`src/rtl/jedro_1_defines_pkg.sv`:
```
// Shared decode definitions: ALU operations, immediate formats, RV32I opcodes.
package jedro_1_defines;

    typedef enum logic [3:0] {
        ALU_ADD    = 4'd0,
        ALU_SUB    = 4'd1,
        ALU_SLL    = 4'd2,
        ALU_SLT    = 4'd3,
        ALU_SLTU   = 4'd4,
        ALU_XOR    = 4'd5,
        ALU_SRL    = 4'd6,
        ALU_SRA    = 4'd7,
        ALU_OR     = 4'd8,
        ALU_AND    = 4'd9,
        ALU_PASS_B = 4'd10
    } alu_op_e;

    typedef enum logic [2:0] {
        IMM_I = 3'd0,
        IMM_S = 3'd1,
        IMM_B = 3'd2,
        IMM_U = 3'd3,
        IMM_J = 3'd4
    } imm_type_e;

    localparam logic [6:0] OPC_OP     = 7'b0110011;
    localparam logic [6:0] OPC_OPIMM  = 7'b0010011;
    localparam logic [6:0] OPC_LOAD   = 7'b0000011;
    localparam logic [6:0] OPC_STORE  = 7'b0100011;
    localparam logic [6:0] OPC_BRANCH = 7'b1100011;
    localparam logic [6:0] OPC_JAL    = 7'b1101111;
    localparam logic [6:0] OPC_JALR   = 7'b1100111;
    localparam logic [6:0] OPC_LUI    = 7'b0110111;
    localparam logic [6:0] OPC_AUIPC  = 7'b0010111;
    localparam logic [6:0] OPC_FENCE  = 7'b0001111;
    localparam logic [6:0] OPC_SYSTEM = 7'b1110011;

    // Base ALU operation selected by funct3 for OP / OP-IMM (funct7 refines 0 and 5).
    function automatic alu_op_e funct3_to_alu(input logic [2:0] funct3);
        case (funct3)
            3'd0:    return ALU_ADD;
            3'd1:    return ALU_SLL;
            3'd2:    return ALU_SLT;
            3'd3:    return ALU_SLTU;
            3'd4:    return ALU_XOR;
            3'd5:    return ALU_SRL;
            3'd6:    return ALU_OR;
            default: return ALU_AND;
        endcase
    endfunction

endpackage

```
`src/rtl/jedro_1_imm_gen.sv`:
```
// Combinational RV32I immediate extraction; every format sign-extends from instr[31].
module jedro_1_imm_gen
    import jedro_1_defines::*;
#(
    parameter int DATA_WIDTH = 32
) (
    input  logic [DATA_WIDTH-1:0] instr,
    input  imm_type_e             imm_type,
    output logic [DATA_WIDTH-1:0] imm
);

    // Select the immediate layout for the requested format.
    always_comb begin
        imm = {{(DATA_WIDTH-11){instr[31]}}, instr[30:20]};
        case (imm_type)
            IMM_S:   imm = {{(DATA_WIDTH-11){instr[31]}}, instr[30:25], instr[11:7]};
            IMM_B:   imm = {{(DATA_WIDTH-12){instr[31]}}, instr[7], instr[30:25], instr[11:8], 1'b0};
            IMM_U:   imm = {instr[DATA_WIDTH-1:12], 12'b0};
            IMM_J:   imm = {{(DATA_WIDTH-20){instr[31]}}, instr[19:12], instr[20], instr[30:21], 1'b0};
            default: imm = {{(DATA_WIDTH-11){instr[31]}}, instr[30:20]};
        endcase
    end

endmodule

```
`src/rtl/jedro_1_decoder.sv`:
```
// Decode stage: registers decoded RV32I fields, hands them to execute over
// valid/ready and paces the fetch unit with a refill blanking window.
module jedro_1_decoder
    import jedro_1_defines::*;
#(
    parameter int DATA_WIDTH     = 32,
    parameter int REG_ADDR_WIDTH = 5,
    parameter int FETCH_LAT      = 2
) (
    input  logic                      clk_i,
    input  logic                      rst_i,
    input  logic [DATA_WIDTH-1:0]     instr_i,
    input  logic                      instr_valid_i,
    output logic                      get_next_instr_o,
    input  logic                      flush_i,
    input  logic                      dec_ready_i,
    output logic                      dec_valid_o,
    output alu_op_e                   alu_op_o,
    output logic [REG_ADDR_WIDTH-1:0] rs1_addr_o,
    output logic [REG_ADDR_WIDTH-1:0] rs2_addr_o,
    output logic [REG_ADDR_WIDTH-1:0] rd_addr_o,
    output logic                      rd_we_o,
    output logic [DATA_WIDTH-1:0]     imm_o,
    output logic                      use_imm_o,
    output logic                      is_load_o,
    output logic                      is_store_o,
    output logic                      is_branch_o,
    output logic                      is_jump_o,
    output logic [2:0]                funct3_o,
    output logic                      illegal_o
);

    typedef enum logic [1:0] {S_IDLE, S_VALID, S_REFILL} state_e;

    state_e    state_reg, state_next;
    logic [2:0] cnt_reg, cnt_next;
    logic      load_en;

    logic [6:0] opcode;
    logic [2:0] funct3;
    logic [6:0] funct7;
    assign opcode = instr_i[6:0];
    assign funct3 = instr_i[14:12];
    assign funct7 = instr_i[31:25];

    alu_op_e               d_alu;
    imm_type_e             d_imm_type;
    logic [DATA_WIDTH-1:0] d_imm;
    logic d_use_imm, d_rd_we, d_load, d_store, d_branch, d_jump, d_illegal;

    jedro_1_imm_gen #(.DATA_WIDTH(DATA_WIDTH)) u_imm_gen (
        .instr    (instr_i),
        .imm_type (d_imm_type),
        .imm      (d_imm)
    );

    // Decode the incoming word into control fields; illegal words suppress side effects.
    always_comb begin
        d_alu      = ALU_ADD;
        d_imm_type = IMM_I;
        d_use_imm  = 1'b0;
        d_rd_we    = 1'b0;
        d_load     = 1'b0;
        d_store    = 1'b0;
        d_branch   = 1'b0;
        d_jump     = 1'b0;
        d_illegal  = 1'b0;
        case (opcode)
            OPC_OP, OPC_OPIMM: begin
                d_rd_we   = 1'b1;
                d_use_imm = (opcode == OPC_OPIMM);
                d_alu     = funct3_to_alu(funct3);
                // funct7 only qualifies register ops and the immediate shifts
                if (opcode == OPC_OP || funct3 == 3'd1 || funct3 == 3'd5) begin
                    if (funct7 == 7'b0100000 && funct3 == 3'd5)
                        d_alu = ALU_SRA;
                    else if (funct7 == 7'b0100000 && funct3 == 3'd0 && opcode == OPC_OP)
                        d_alu = ALU_SUB;
                    else if (funct7 != 7'b0000000)
                        d_illegal = 1'b1;
                end
            end
            OPC_LOAD: begin
                d_load    = 1'b1;
                d_rd_we   = 1'b1;
                d_use_imm = 1'b1;
                d_illegal = (funct3 == 3'd3) || (funct3 == 3'd6) || (funct3 == 3'd7);
            end
            OPC_STORE: begin
                d_store    = 1'b1;
                d_use_imm  = 1'b1;
                d_imm_type = IMM_S;
                d_illegal  = (funct3 > 3'd2);
            end
            OPC_BRANCH: begin
                d_branch   = 1'b1;
                d_imm_type = IMM_B;
                d_illegal  = (funct3 == 3'd2) || (funct3 == 3'd3);
            end
            OPC_JAL: begin
                d_jump     = 1'b1;
                d_rd_we    = 1'b1;
                d_imm_type = IMM_J;
            end
            OPC_JALR: begin
                d_jump    = 1'b1;
                d_rd_we   = 1'b1;
                d_use_imm = 1'b1;
            end
            OPC_LUI: begin
                d_alu      = ALU_PASS_B;
                d_rd_we    = 1'b1;
                d_use_imm  = 1'b1;
                d_imm_type = IMM_U;
            end
            OPC_AUIPC: begin
                d_rd_we    = 1'b1;
                d_use_imm  = 1'b1;
                d_imm_type = IMM_U;
            end
            OPC_FENCE, OPC_SYSTEM: ;
            default: d_illegal = 1'b1;
        endcase
        if (instr_i[1:0] != 2'b11 || instr_i == '0 || instr_i == '1)
            d_illegal = 1'b1;
        if (d_illegal) begin
            d_rd_we  = 1'b0;
            d_load   = 1'b0;
            d_store  = 1'b0;
            d_branch = 1'b0;
            d_jump   = 1'b0;
        end
        if (instr_i[11:7] == 5'd0)
            d_rd_we = 1'b0;
    end

    // Next-state logic: accept in idle, hand off in valid, blank during refill; flush overrides.
    always_comb begin
        state_next = state_reg;
        cnt_next   = cnt_reg;
        load_en    = 1'b0;
        get_next_instr_o = 1'b0;
        case (state_reg)
            S_IDLE: begin
                if (instr_valid_i && !flush_i) begin
                    load_en    = 1'b1;
                    state_next = S_VALID;
                end
            end
            S_VALID: begin
                get_next_instr_o = dec_ready_i;
                if (dec_ready_i) begin
                    state_next = S_REFILL;
                    cnt_next   = 3'(FETCH_LAT - 1);
                end
            end
            S_REFILL: begin
                if (cnt_reg == 3'd0) state_next = S_IDLE;
                else                 cnt_next   = cnt_reg - 3'd1;
            end
            default: state_next = S_IDLE;
        endcase
        if (flush_i) begin
            state_next = S_IDLE;
            cnt_next   = 3'd0;
        end
    end

    assign dec_valid_o = (state_reg == S_VALID);

    // State and refill counter registers.
    always_ff @(posedge clk_i or posedge rst_i) begin
        if (rst_i) begin
            state_reg <= S_IDLE;
            cnt_reg   <= 3'd0;
        end else begin
            state_reg <= state_next;
            cnt_reg   <= cnt_next;
        end
    end

    // Decoded field registers, loaded only when an instruction is accepted.
    always_ff @(posedge clk_i or posedge rst_i) begin
        if (rst_i) begin
            alu_op_o    <= ALU_ADD;
            rs1_addr_o  <= '0;
            rs2_addr_o  <= '0;
            rd_addr_o   <= '0;
            rd_we_o     <= 1'b0;
            imm_o       <= '0;
            use_imm_o   <= 1'b0;
            is_load_o   <= 1'b0;
            is_store_o  <= 1'b0;
            is_branch_o <= 1'b0;
            is_jump_o   <= 1'b0;
            funct3_o    <= 3'd0;
            illegal_o   <= 1'b0;
        end else if (load_en) begin
            alu_op_o    <= d_alu;
            rs1_addr_o  <= instr_i[15 +: REG_ADDR_WIDTH];
            rs2_addr_o  <= instr_i[20 +: REG_ADDR_WIDTH];
            rd_addr_o   <= instr_i[7 +: REG_ADDR_WIDTH];
            rd_we_o     <= d_rd_we;
            imm_o       <= d_imm;
            use_imm_o   <= d_use_imm;
            is_load_o   <= d_load;
            is_store_o  <= d_store;
            is_branch_o <= d_branch;
            is_jump_o   <= d_jump;
            funct3_o    <= funct3;
            illegal_o   <= d_illegal;
        end
    end

endmodule

```
`config.mk`:
```
export PLATFORM = sky130hd
export DESIGN_NAME = jedro_1_decoder
export DESIGN_NICKNAME = d
export VERILOG_FILES = /design/src/rtl/jedro_1_defines_pkg.sv /design/src/rtl/jedro_1_imm_gen.sv /design/src/rtl/jedro_1_decoder.sv
export SDC_FILE = /design/constraint.sdc
export NUM_CORES = 1
export LEC_CHECK = 0
export ABC_AREA = 1
export CAP_MARGIN = 40
export CORE_MARGIN = 2
export CORE_UTILIZATION = 40
export DETAILED_ROUTE_END_ITERATION = 12
export DONT_BUFFER_PORTS = 1
export SYNTH_ARGS = -nofsm -noshare
export SYNTH_HDL_FRONTEND = slang
export SYNTH_SLANG_ARGS = --single-unit
```
`constraint.sdc`:
```
create_clock -name clk_i -period 2.1 [get_ports clk_i]
set_clock_uncertainty 0.1 [all_clocks]
set_input_delay 0.315 -clock clk_i [delete_from_list [all_inputs] [get_ports clk_i]]
set_output_delay 0.315 -clock clk_i [all_outputs]
set_load 0.02 [all_outputs]
```
* Yosys cells after proc, flatten, opt, wreduce, memory -nomap -nowiden
Index checks and enable logic that the tools add are counted.
** Cells by class
- Add/subtract/negate cells :: 1
- $mul :: 0
- Divide/modulo/power cells :: 0
- $lt $le $gt $ge :: 1
- Eq/ne operators :: 31
- Shifts and indexed selects :: 0
- Mux-type cells :: 37
- Bitwise operators :: 0
- Reductions and logical operators :: 27
** Operator list (number)
- $pmux W31 S4 :: 1
- $eq A32 B32 Y1 const B :: 1
- $logic_not A32 Y1 :: 1
- $eq A7 B6 Y1 const B :: 4
- $eq A7 B7 Y1 const B :: 4
- $pmux W4 S7 :: 1
- $mux W1 :: 19
- $eq A3 B3 Y1 const B :: 5
- $eq A7 B5 Y1 const B :: 2
- $eq A3 B2 Y1 const B :: 4
- $mux W4 :: 3
- $ne A3 B3 Y1 const B :: 4
- $pmux W3 S4 :: 1
- $mux W3 :: 3
- $mux W2 :: 4
- $pmux W4 S2 :: 1
- $eq A7 B2 Y1 const B :: 1
- $eq A7 B4 Y1 const B :: 1
- $logic_or A1 B1 Y1 :: 7
- $reduce_bool A7 Y1 :: 1
- $reduce_or A7 Y1 :: 1
- $eq A3 B1 Y1 const B :: 2
- $logic_not A3 Y1 :: 2
- $pmux W2 S3 :: 1
- other kinds (17) :: 23
** Storage, ports and cells
- Bits in registers :: 66
- Latch bits :: 0
- RAM bits :: 0
- ROM bits :: 0
- Input bits :: 37
- Output and inout bits :: 63
- Word-level logic and storage cells :: 112
- Memories :: 0

* Logic depth before layout (Yosys ltp)
Gate-level depths: netlist of the first run.
- Depth after elaboration :: 10
- Gate-level depth with buffers :: 12
- Gate-level depth less buffers :: 12

* Cells and area by module
Synthesis of the first run repeated with hierarchy kept, for this count alone.
** Second synthesis, totals
- Cell total of the unflattened synthesis :: 470
- Area, all modules :: 3503.4 um2
** By module, submodules not included
- jedro_1_decoder :: times used 1, cells each 388, area an instance 3084.2 um2
- jedro_1_imm_gen :: times used 1, cells each 82, area an instance 419.2 um2

* Worst setup path before layout of the first run
No wires, ideal clock.
- Kind :: reg2out
- Start point :: register state_reg[0]
- End point :: output port get_next_instr_o
- Data arrival time :: 1.032 ns
- Required time :: 1.685 ns
- Slack :: 0.653 ns
- Cell stages (with the launch flop) :: 5
- Path buffers :: 0
- Cell sequence :: dfrtp_1 -> inv_1 -> nor2_1 -> nand2_1 -> inv_1
** On the way
- Word-level cells in the longest chain between the ends :: 2
** Ends and longest elaborated chain
- from (decl) :: RTL line jedro_1_decoder.sv:35 : state_e state_reg, state_next;
- from (signal assigned) :: RTL line jedro_1_decoder.sv:177 : state_reg <= state_next;
- $eq A2 B1 Y1
- named net dec_valid_o :: RTL line jedro_1_decoder.sv:17 : output logic dec_valid_o,
- $mux W1 :: RTL line jedro_1_decoder.sv:143 : case (state_reg)
- to (decl) :: RTL line jedro_1_decoder.sv:14 : output logic get_next_instr_o,
The timed path passes the listed nets, and every way through them passes these cells.

* Final worst setup path of the first run
Same ends and word-level chain as after synthesis.

==> flow_summary_export.csv, run 1 <==
group,metric,value,unit
cells_and_area,final_area,3810,sq um
power,power_frac_seq,0.598,
placement,place_area,3550,sq um
worst_setup_path,worst_setup_path_end_kind,"primary output",
cells_and_area,largest_register_ffs,32,
yosys,synth_nets,487,
worst_setup_path,r2r_end,"imm_o[6]",
power,ir_drop,524,uV
yosys,seq_area_frac_synth,0.483,
placement,place.detailed.hpwl,7.14,mm
cells_and_area,fin_cells,567,
worst_setup_path,crit_slowest_cell,"dfrtp_1",
yosys,synthCells,448,
flow_run,cap_violations,0,
placement,port_buffers,0,
cells_and_area,regMostFlops,"imm_o",
floorplanning,initial_utilization,0.414,
clock_tree,cts_tree,"yes",
floorplanning,fp-row-count,33,
floorplanning,die_area,9310,sq um
global_route,grt_pass1_vias,2897,
timing,finalHoldViolations,0,
routing,antenna_left,0,
clock_tree,clockBufferDepth,2,
cells_and_area,final_common_cell,"nand2_1",
global_route,grt_max_degree,67,
timing,slew-limit-headroom,0.660,
worst_setup_path,cp.arrival,1.49,ns
global_route,grtUsageMet3,0.0745,
routing,dr.pass1.iters,5,
global_route,grt_antenna_before_repair,0,
floorplanning,core_area,8260,sq um
worst_setup_path,crit_path_frequent_cell,"inv_1",
cells_and_area,drive_above_1_share,0.0952,
clock_tree,path_clk_slew,0.07,ns
yosys,ys_seq_elements,66,
worst_setup_path,reg2reg_depth,6,
global_route,grt.met1_usage,0.288,
worst_setup_path,cp_slowest_stage_delay,0.38,ns
routing,vias,2962,
floorplanning,die_w,96.5,microns
yosys,synth_flop_cell,"dfrtp_1",
min_path,hold_path_depth,2,
routing,via_per_inst,5.22,
worst_setup_path,startpoint,"state_reg[0]",
cells_and_area,final_cell_mix,"139 x nand2_1, 66 x nor2_1, 66 x dfrtp_1",
global_route,grt_pass1_wl,15.3,mm
worst_setup_path,r2r_slack,0.32,ns
clock_tree,clk_latency,0.33,ns
worst_setup_path,critPathMaxFanout,4,
global_route,gr-usage-met2,0.335,
timing,timing.setup.tns,0,ns
clock_tree,cts_setup_buffers,0,
clock_tree,h-tree-depth,3,
status,status,"finished, final reports clean",
timing,rsz0062_at_grt,"no",
worst_setup_path,r2r_start,"state_reg[1]",
timing,fin_crit_sh,0.908,
routing,drc_errors,0,
min_path,hold_start,"instr_i[13]",
yosys,synth_cell_type_count,33,
clock_tree,cts.sinks,66,
yosys,avgSynthCellArea,7.64,sq um
worst_setup_path,startpoint_type,"flop",
yosys,async_flop_share,1.00,
yosys,yosys_warnings,0,
worst_setup_path,required,1.68,ns
power,swShare,0.434,
cells_and_area,syn_to_final_growth,11.4,%
timing,setup_viol,0,
placement,place.gp.congestion,0.873,
power,power_density,1250,nW/um^2
power,p_clk_frac,0.207,
cells_and_area,antenna_cells,0,
yosys,synth_area,3420,sq um
timing,worstMarginPinSlew,0.511,ns
timing,holdWs,0.0145,ns
yosys,synth-edff-count,0,
min_path,hold_class,"in2reg",
routing,drt_iter0_drc,121,
routing,wire_per_inst,17.0,microns
placement,dp_cells,545,
floorplanning,ios,100,
min_path,whs_endpoint,"funct3_o[1]",
power,power_frac_comb,0.195,
timing,max_freq,0.524,GHz
global_route,grtUsageTotal,0.220,
power,switchingPower,2.06,mW
timing,slew_violations,0,
worst_setup_path,crit_chain,"inv_1 > nor2_1 > nand2_1 > inv_1",
cells_and_area,fin_nets,498,
floorplanning,die_y,96.5,microns
worst_setup_path,path_class,"reg2out",
clock_tree,cts_root_buf,"clkbuf_8",
global_route,gr-total-overflow,0,
power,p_leak,1.90,nW
global_route,grt.busiest_layer,"met2",
routing,drt-total-wl,9.63,mm
timing,fin_crit,1.91,ns
clock_tree,numCtsBuffers,9,
power,p_int,2.69,mW
worst max-delay path: cells and delay by family (launching register included):
kind / cells / cell delay, ns
AND/OR/NAND/NOR: 2 / 0.49
flip-flops: 1 / 0.38
buffers and inverters: 2 / 0.29
synth_stat cells, types with 2 or more instances:
library cell    n  area, sq um
a31oi_1        12         75.1
dfrtp_1        66         1650
nand3_1        20          100
o22ai_1         3         18.8
nor2_1         66          248
o21ai_0        16         80.1
nor3_1          5         25.0
o211ai_1        9         67.6
nand4_1         4         25.0
buf_6           2         22.5
nand2_1       139          522
ha_1            2         25.0
a21oi_2         2         17.5
nand3_2         2         20.0
nor2_2          4         25.0
a21oi_1        22          110
inv_1          41          154
buf_2          11         55.1
nand2_4         3         33.8
inv_2           5         18.8
nand2_2         2         12.5
layer usage:
layer / up-vias / part of all wire
met5: - / 0
met4: 0 / 0.017
met3: 15 / 0.10
met2: 102 / 0.46
met1: 1379 / 0.42
li1: 1466 / -
power groups by stage:
stage                     clock [mW]  sequential (mW)  combinational (mW)
after floorplan                    0             2.71               0.754
after global routing            1.07             2.92                1.10
after detailed placement           0             2.87               0.923
after CTS                       1.01             2.85               0.935
final                          0.981             2.84               0.928
after global placement             0             2.86               0.897
worst max path at each step:
stage / end / slack, ns / cells past startpoint
finish: get_next_instr_o / 0.19 / 4
global route: get_next_instr_o / 0.05 / 4
detailed placement: imm_o[6] / 0.22 / 6
floorplan: alu_op_o[0] / 0.03 / 1
global placement: imm_o[8] / 0.39 / 6
CTS: get_next_instr_o / 0.16 / 4
what timing repair did:
item	CTS	global route
hold endpoints to repair	76	0
resized for setup	0	1
endpoints found under the setup margin	0	1
hold buffers	8	0
through the flow:
| step | setup slack (ns) | util | total power [mW] |
|---|---|---|---|
| CTS | 0.158 | 0.461 | 4.80 |
| global placement | 0.386 | 0.429 | 3.76 |
| floorplan | 0.0302 | - | 3.46 |
| global route | 0.0475 | 0.462 | 5.09 |
| finish | 0.193 | 0.462 | 4.75 |
| detailed placement | 0.216 | 0.429 | 3.79 |
final cells by class:
class | count | area [sq um]
Clock buffer | 12 | 165
Clock inverter | 2 | 12.5
Multi-Input combinational cell | 321 | 1520
Fill cell | 862 | 4450
Sequential cell | 66 | 1650
Inverter | 46 | 173
Tap cell | 105 | 131
Timing Repair Buffer | 15 | 158
cells by family (layout without fill, tap and decap cells):
family / after synthesis / in the layout / share of synthesized area
flops: 66 / 66 / 0.483
simple gates: 249 / 249 / 0.309
buf+inv: 61 / 75 / 0.0764
compound gates: 70 / 70 / 0.125
fa+ha+maj: 2 / 2 / 0.00731
Note: power is estimated with default switching activity, not from simulation.
==> run 2, diff against run 1 <==
--- a/config.mk
+++ b/config.mk
@@ -13,4 +13,5 @@
 export DONT_BUFFER_PORTS = 1
 export SYNTH_ARGS = -nofsm -noshare
 export SYNTH_HDL_FRONTEND = slang
+export SYNTH_HIERARCHICAL = 1
 export SYNTH_SLANG_ARGS = --single-unit
==> constraint.sdc (replaced) <==
create_clock -name clk_i -period 1.5 [get_ports clk_i]
set_clock_uncertainty 0.1 [all_clocks]
set_input_delay 0.225 -clock clk_i [delete_from_list [all_inputs] [get_ports clk_i]]
set_output_delay 0.225 -clock clk_i [all_outputs]
set_load 0.02 [all_outputs]
==> run 2 against run 1 <==
  * The run now ends with negative setup slack left
  * Critical path depth up 1
  * Core utilization up 4.0 points
  * Power up 44%
  * Sequential share of layout area down 5.0 points
  * Highest routed layer unchanged
  * Non-clock buffer count up 36
  * Global-route usage down 2.2 points
  * Cell count up 11%
  * Die area up 2.3%
  * Worst hold slack worse by 0.0099 ns
  * Synthesized cell count up 4.9%
  * Clock power up 41%
==> flow_summary_export.csv, run 2 <==
group,metric,value,unit
floorplanning,die_w,97.6,microns
min_path,whs_endpoint,"imm_o[19]",
timing,setup_viol,2,
routing,drc_errors,0,
worst_setup_path,reg2reg_depth,9,
floorplanning,die_area,9520,sq um
floorplanning,initial_utilization,0.408,
flow_run,cap_violations,0,
global_route,grt_max_degree,42,
floorplanning,die_y,97.6,microns
timing,rsz0062_at_grt,"yes",
clock_tree,cts_tree,"yes",
min_path,hold_start,"instr_i[19]",
global_route,grt_pass1_vias,2902,
yosys,netlist_top_cells_area,"dfrtp_1 47%, nand2_1 23%, inv_1 4.4%, nor2_1 3.4%, o21ai_0 2.4%",
worst_setup_path,r2r_end,"illegal_o",
power,switchingPower,2.97,mW
worst_setup_path,worst_setup_path_end_kind,"primary output",
power,p_leak,2.23,nW
cells_and_area,drive_above_1_share,0.200,
routing,vias,3115,
timing,fin_crit,1.51,ns
yosys,synth_flop_cell,"dfrtp_1",
timing,timing.setup.tns,-0.00817,ns
worst_setup_path,r2r_start,"state_reg[1]",
yosys,yosys.area.top_type,"dfrtp_1",
cells_and_area,antenna_cells,0,
cells_and_area,regMostFlops,"imm_o",
placement,place.detailed.hpwl,6.72,mm
timing,holdWs,0.00455,ns
power,power_frac_comb,0.230,
global_route,grt_pass1_wl,15.0,mm
yosys,async_flop_share,1.00,
global_route,grtUsageTotal,0.198,
cells_and_area,utilization,0.501,
worst_setup_path,path_class,"reg2out",
clock_tree,clockBufferDepth,2,
clock_tree,clk_latency,0.33,ns
yosys,avgSynthCellArea,7.45,sq um
timing,slew_violations,0,
floorplanning,ios,100,
worst_setup_path,critPathMaxFanout,3,
yosys,synth_most_common_cell,"nand2_1",
timing,worstMarginPinSlew,0.437,ns
routing,via_per_inst,4.97,
yosys,synth_top_area_frac,0.471,
clock_tree,cts.sinks,66,
timing,slew-limit-headroom,0.709,
routing,drt-total-wl,9.39,mm
cells_and_area,fin_cells,627,
cells_and_area,fin_nets,555,
global_route,grt_antenna_before_repair,0,
worst_setup_path,cp.arrival,1.18,ns
yosys,yosys_warnings,6,
yosys,synth_cell_type_count,30,
yosys,seq_area_frac_synth,0.471,
routing,wire_per_inst,15.0,microns
cells_and_area,final_common_cell,"nand2_1",
worst_setup_path,required,1.17,ns
yosys,ys_seq_elements,66,
clock_tree,h-tree-depth,3,
power,p_int,3.89,mW
min_path,hold_path_depth,4,
placement,place.gp.congestion,0.830,
cells_and_area,final_cell_mix,"206 x nand2_1, 66 x dfrtp_1, 32 x inv_1",
floorplanning,fp-row-count,34,
min_path,hold_class,"in2reg",
clock_tree,path_clk_slew,0.07,ns
global_route,gr-total-overflow,0,
yosys,synth-edff-count,0,
worst_setup_path,startpoint_type,"flop",
power,power_density,1590,nW/um^2
power,ir_drop,570,uV
yosys,synthTopCellsByCount,"214 x nand2_1, 66 x dfrtp_1, 41 x inv_1",
yosys,synthCells,470,
cells_and_area,syn_to_final_growth,23.0,%
clock_tree,cts_root_buf,"clkbuf_8",
timing,max_freq,0.664,GHz
routing,dr.pass1.iters,4,
timing,fin_crit_sh,1.00,
power,p_clk_frac,0.201,
power,total_power,6.85,mW
status,status,"finished, violations left",
worst_setup_path,r2r_slack,-0.005,ns
power,power_frac_seq,0.569,
yosys,synth_area,3500,sq um
clock_tree,numCtsBuffers,9,
timing,layout_setup_ws,-0.00507,ns
routing,drt_iter0_drc,90,
timing,finalHoldViolations,0,
placement,dp_cells,585,
cells_and_area,largest_register_ffs,32,
floorplanning,core_area,8590,sq um
yosys,synth_nets,509,
status,failed_checks,"negative setup slack",
placement,port_buffers,0,
power,swShare,0.433,
routing,antenna_left,0,
run 2: changes by cell type in the layout (fill, tap and decap cells not counted), moves of 4 or more:
cell / previous run / this run
nand3_1: 19 / 14
inv_2: 6 / 10
nor2_4: 1 / 9
a21oi_1: 22 / 3
inv_1: 40 / 32
nor2_1: 66 / 26
buf_6: 0 / 5
dlygate4sd3_1: 8 / 21
inv_4: 0 / 4
buf_4: 5 / 24
nand2_2: 2 / 14
nand2_1: 139 / 206
a31oi_1: 12 / 0
run 2: area by class of cell:
| type | count | area (sq um) |
|---|---|---|
| clock buffers | 12 | 165 |
| clock inverters | 2 | 12.5 |
| fillers | 853 | 4280 |
| inverters | 49 | 215 |
| multi-input cells | 339 | 1660 |
| flip-flops and latches | 66 | 1650 |
| well taps | 108 | 135 |
| repair buffers | 51 | 467 |
run 2: worst max-delay path by stage:
stage / start / end / slack [ns] / cells past startpoint
floorplan: instr_i[4] / imm_o[21] / -0.04 / 14
global placement: instr_i[1] / imm_o[30] / -0.09 / 12
detailed placement: instr_i[1] / imm_o[27] / -0.13 / 12
CTS: state_reg[1] / alu_op_o[1] / -0.03 / 8
global route: state_reg[1] / illegal_o / -0.10 / 9
finish: state_reg[0] / get_next_instr_o / -0.005 / 5
run 2: repair_timing:
item,4_1_cts,5_1_grt
endpoints found under the setup margin,2,57
hold endpoints to repair,91,0
gates resized for setup,9,16
pin swaps,2,2
hold buffers,21,0
setup buffers,3,4
run 2: critical path, cell delays in order (launching register included):
cell     delay, ns
dfrtp_1       0.40
buf_6         0.13
inv_4         0.04
nor2_4        0.11
nand2_2       0.08
inv_4         0.09
run 2: cell families after synthesis:
| logic type | share of synthesized area |
|---|---|
| simple gates | 0.375 |
| flops | 0.471 |
| buf+inv | 0.0825 |
| compound gates | 0.0614 |
| fa+ha+maj | 0.00714 |
| xor+xnor | 0.00250 |
run 2: layer usage:
layer / track usage / wire length, microns
met4: 0.0652 / 137
met2: 0.294 / 4180
met3: 0.0755 / 769
met1: 0.267 / 4300
met5: 0 / 0
run 2: power groups by stage:
stage          clock network (mW)  logic, mW  registers (mW)
2_1_floorplan                   0       1.07            3.75
4_1_cts                      1.41       1.47            3.92
3_5_place_dp                    0       1.35            3.94
5_1_grt                      1.51       1.80            4.00
3_3_place_gp                    0       1.31            3.94
6_report                     1.38       1.58            3.90
run 2: through the flow:
step	instance area (sq um)	worst slack (ns)
floorplan	3580	-0.0438
CTS	4230	-0.0348
global route	4310	-0.105
global placement	3800	-0.0882
finish	4310	-0.00507
detailed placement	3800	-0.129
==> run 3, diff against run 2 <==
--- a/config.mk
+++ b/config.mk
@@ -9,6 +9,7 @@
 export CAP_MARGIN = 40
 export CORE_MARGIN = 2
 export CORE_UTILIZATION = 40
+export CTS_BUF_LIST = sky130_fd_sc_hd__clkbuf_4
 export DETAILED_ROUTE_END_ITERATION = 12
 export DONT_BUFFER_PORTS = 1
 export SYNTH_ARGS = -nofsm -noshare
==> run 3 against run 2 <==
  * Cell count grew 2.6%
  * The flow still finishes with violations (negative setup slack)
  * Setup slack lost 0.018 ns
  * Register-to-register slack lost 0.02 ns
  * Sequential cell count is the same
  * Sequential share of layout area shrank 0.84 points
  * Via count grew 1.6%
  * Global-route usage grew 0.75 points
  * Critical path depth is the same
  * Core utilization grew 1.1 points
  * Worst hold slack gained 0.024 ns
==> flow_summary_export.csv, run 3 (synthesized netlist as in run 2, its figures left out) <==
group,metric,value,unit
status,status,"finished, violations left",
status,failed_checks,"negative setup slack",
global_route,grt_pass1_vias,3010,
clock_tree,cts_tree,"yes",
routing,drc_errors,0,
timing,max_freq,0.657,GHz
routing,wire_per_inst,15.0,microns
timing,fin_crit_sh,1.02,
timing,slew-limit-headroom,0.717,
cells_and_area,syn_to_final_growth,25.8,%
floorplanning,die_y,97.6,microns
cells_and_area,final_cell_mix,"206 x nand2_1, 66 x dfrtp_1, 32 x inv_1, 32 x dlygate4sd3_1, 29 x buf_4",
worst_setup_path,critPathMaxFanout,3,
routing,antenna_left,0,
floorplanning,die_w,97.6,microns
global_route,grt_pass1_wl,15.5,mm
worst_setup_path,required,1.17,ns
cells_and_area,final_common_cell,"nand2_1",
timing,finalHoldViolations,0,
timing,holdWs,0.0282,ns
cells_and_area,fin_nets,571,
clock_tree,path_clk_slew,0.10,ns
clock_tree,clockBufferDepth,2,
cells_and_area,regMostFlops,"imm_o",
timing,rsz0062_at_grt,"yes",
timing,timing.setup.tns,-0.0568,ns
timing,setup_viol,5,
routing,dr.pass1.iters,4,
worst_setup_path,cp.arrival,1.20,ns
cells_and_area,utilization,0.513,
clock_tree,h-tree-depth,3,
cells_and_area,largest_register_ffs,32,
clock_tree,numCtsBuffers,9,
floorplanning,die_area,9520,sq um
global_route,grtUsageTotal,0.206,
placement,place.gp.congestion,0.830,
global_route,grt_max_degree,42,
global_route,grt_antenna_before_repair,0,
flow_run,cap_violations,0,
timing,worstMarginPinSlew,0.425,ns
power,power_density,1490,nW/um^2
min_path,hold_class,"in2reg",
worst_setup_path,r2r_slack,-0.02,ns
timing,fin_crit,1.52,ns
routing,via_per_inst,4.92,
clock_tree,cts_root_buf,"clkbuf_4",
floorplanning,fp-row-count,34,
power,p_leak,2.27,nW
worst_setup_path,path_class,"reg2out",
global_route,gr-total-overflow,0,
floorplanning,ios,100,
clock_tree,cts.sinks,66,
timing,layout_setup_ws,-0.0229,ns
cells_and_area,drive_above_1_share,0.202,
routing,vias,3164,
floorplanning,core_area,8590,sq um
cells_and_area,regArea,1650,sq um
placement,pre_cts_ws,-0.129,ns
cells_and_area,fill_cells,851,
cells_and_area,antenna_cells,0,
worst_setup_path,worst_setup_path_end_kind,"primary output",
placement,place_area,3800,sq um
cells_and_area,multi_input_area,1690,sq um
placement,port_buffers,0,
routing,drt_iter0_drc,124,
placement,place.detailed.hpwl,6.72,mm
worst_setup_path,startpoint_type,"flop",
timing,slew_violations,0,
routing,drt-total-wl,9.62,mm
floorplanning,initial_utilization,0.408,
power,ir_drop,582,uV
cells_and_area,final_area,4410,sq um
clock_tree,clk_latency,0.41,ns
[run 3: cell types whose count changed in the layout (fill, tap and decap cells not counted), moves of 3 or more]
cell / previous run / this run
clkinv_1: 0 / 3
buf_4: 24 / 29
dlygate4sd3_1: 21 / 32
clkbuf_4: 0 / 9
clkbuf_8: 12 / 0
[run 3: per-layer routing]
| layer | part of all wire | up-vias | GRT usage | routed length [microns] |
|---|---|---|---|---|
| met5 | 0 | - | 0 | 0 |
| met4 | 0.015 | 0 | 0.0652 | 148 |
| met3 | 0.087 | 16 | 0.0827 | 836 |
| met2 | 0.45 | 97 | 0.308 | 4360 |
| met1 | 0.44 | 1468 | 0.274 | 4280 |
| li1 | - | 1583 | - | - |
[run 3: final timing paths]
path | depth (start not counted) | startpoint | endpoint
max in group asynchronous | 3 | rst_i | state_reg[1]
setup / recovery | 5 | state_reg[0] | get_next_instr_o
setup reg to reg | 9 | state_reg[0] | illegal_o
hold reg to reg | 3 | cnt_reg[0] | cnt_reg[0]
hold / removal | 5 | instr_i[14] | alu_op_o[0]
min in group asynchronous | 3 | rst_i | rs1_addr_o[1]
[run 3: worst max-delay path, cell delays in order (launching register included)]
cell and delay (ns):
dfrtp_1 0.37, buf_6 0.11, inv_4 0.04, nor2_4 0.10, nand2_2 0.08, inv_4 0.09
[run 3: area by class of cell]
cell class | instances | area share
clock buffers | 9 | 0.0153
well taps | 108 | 0.0307
inverters | 49 | 0.0494
multi-input cells | 339 | 0.383
repair buffers | 67 | 0.141
clock inverters | 5 | 0.00540
flip-flops and latches | 66 | 0.375
[run 3: repair_timing]
action	4_1_cts	5_1_grt
setup buffers	7	5
pin swaps	3	6
hold endpoints to repair	126	0
hold buffers	32	0
gates resized for setup	12	19
endpoints found under the setup margin	2	56
[run 3: report_power, final]
part           internal (mW)  switching [mW]
registers               2.49            1.41
clock network          0.303           0.622
logic                  0.779           0.961
total                   3.57            3.00
[run 3: stage by stage]
stage / power (mW) / std cells
global placement: 5.25 / 585
CTS: 6.44 / 638
global route: 7.03 / 643
finish: 6.56 / 643
floorplan: 4.82 / 470
detailed placement: 5.29 / 585
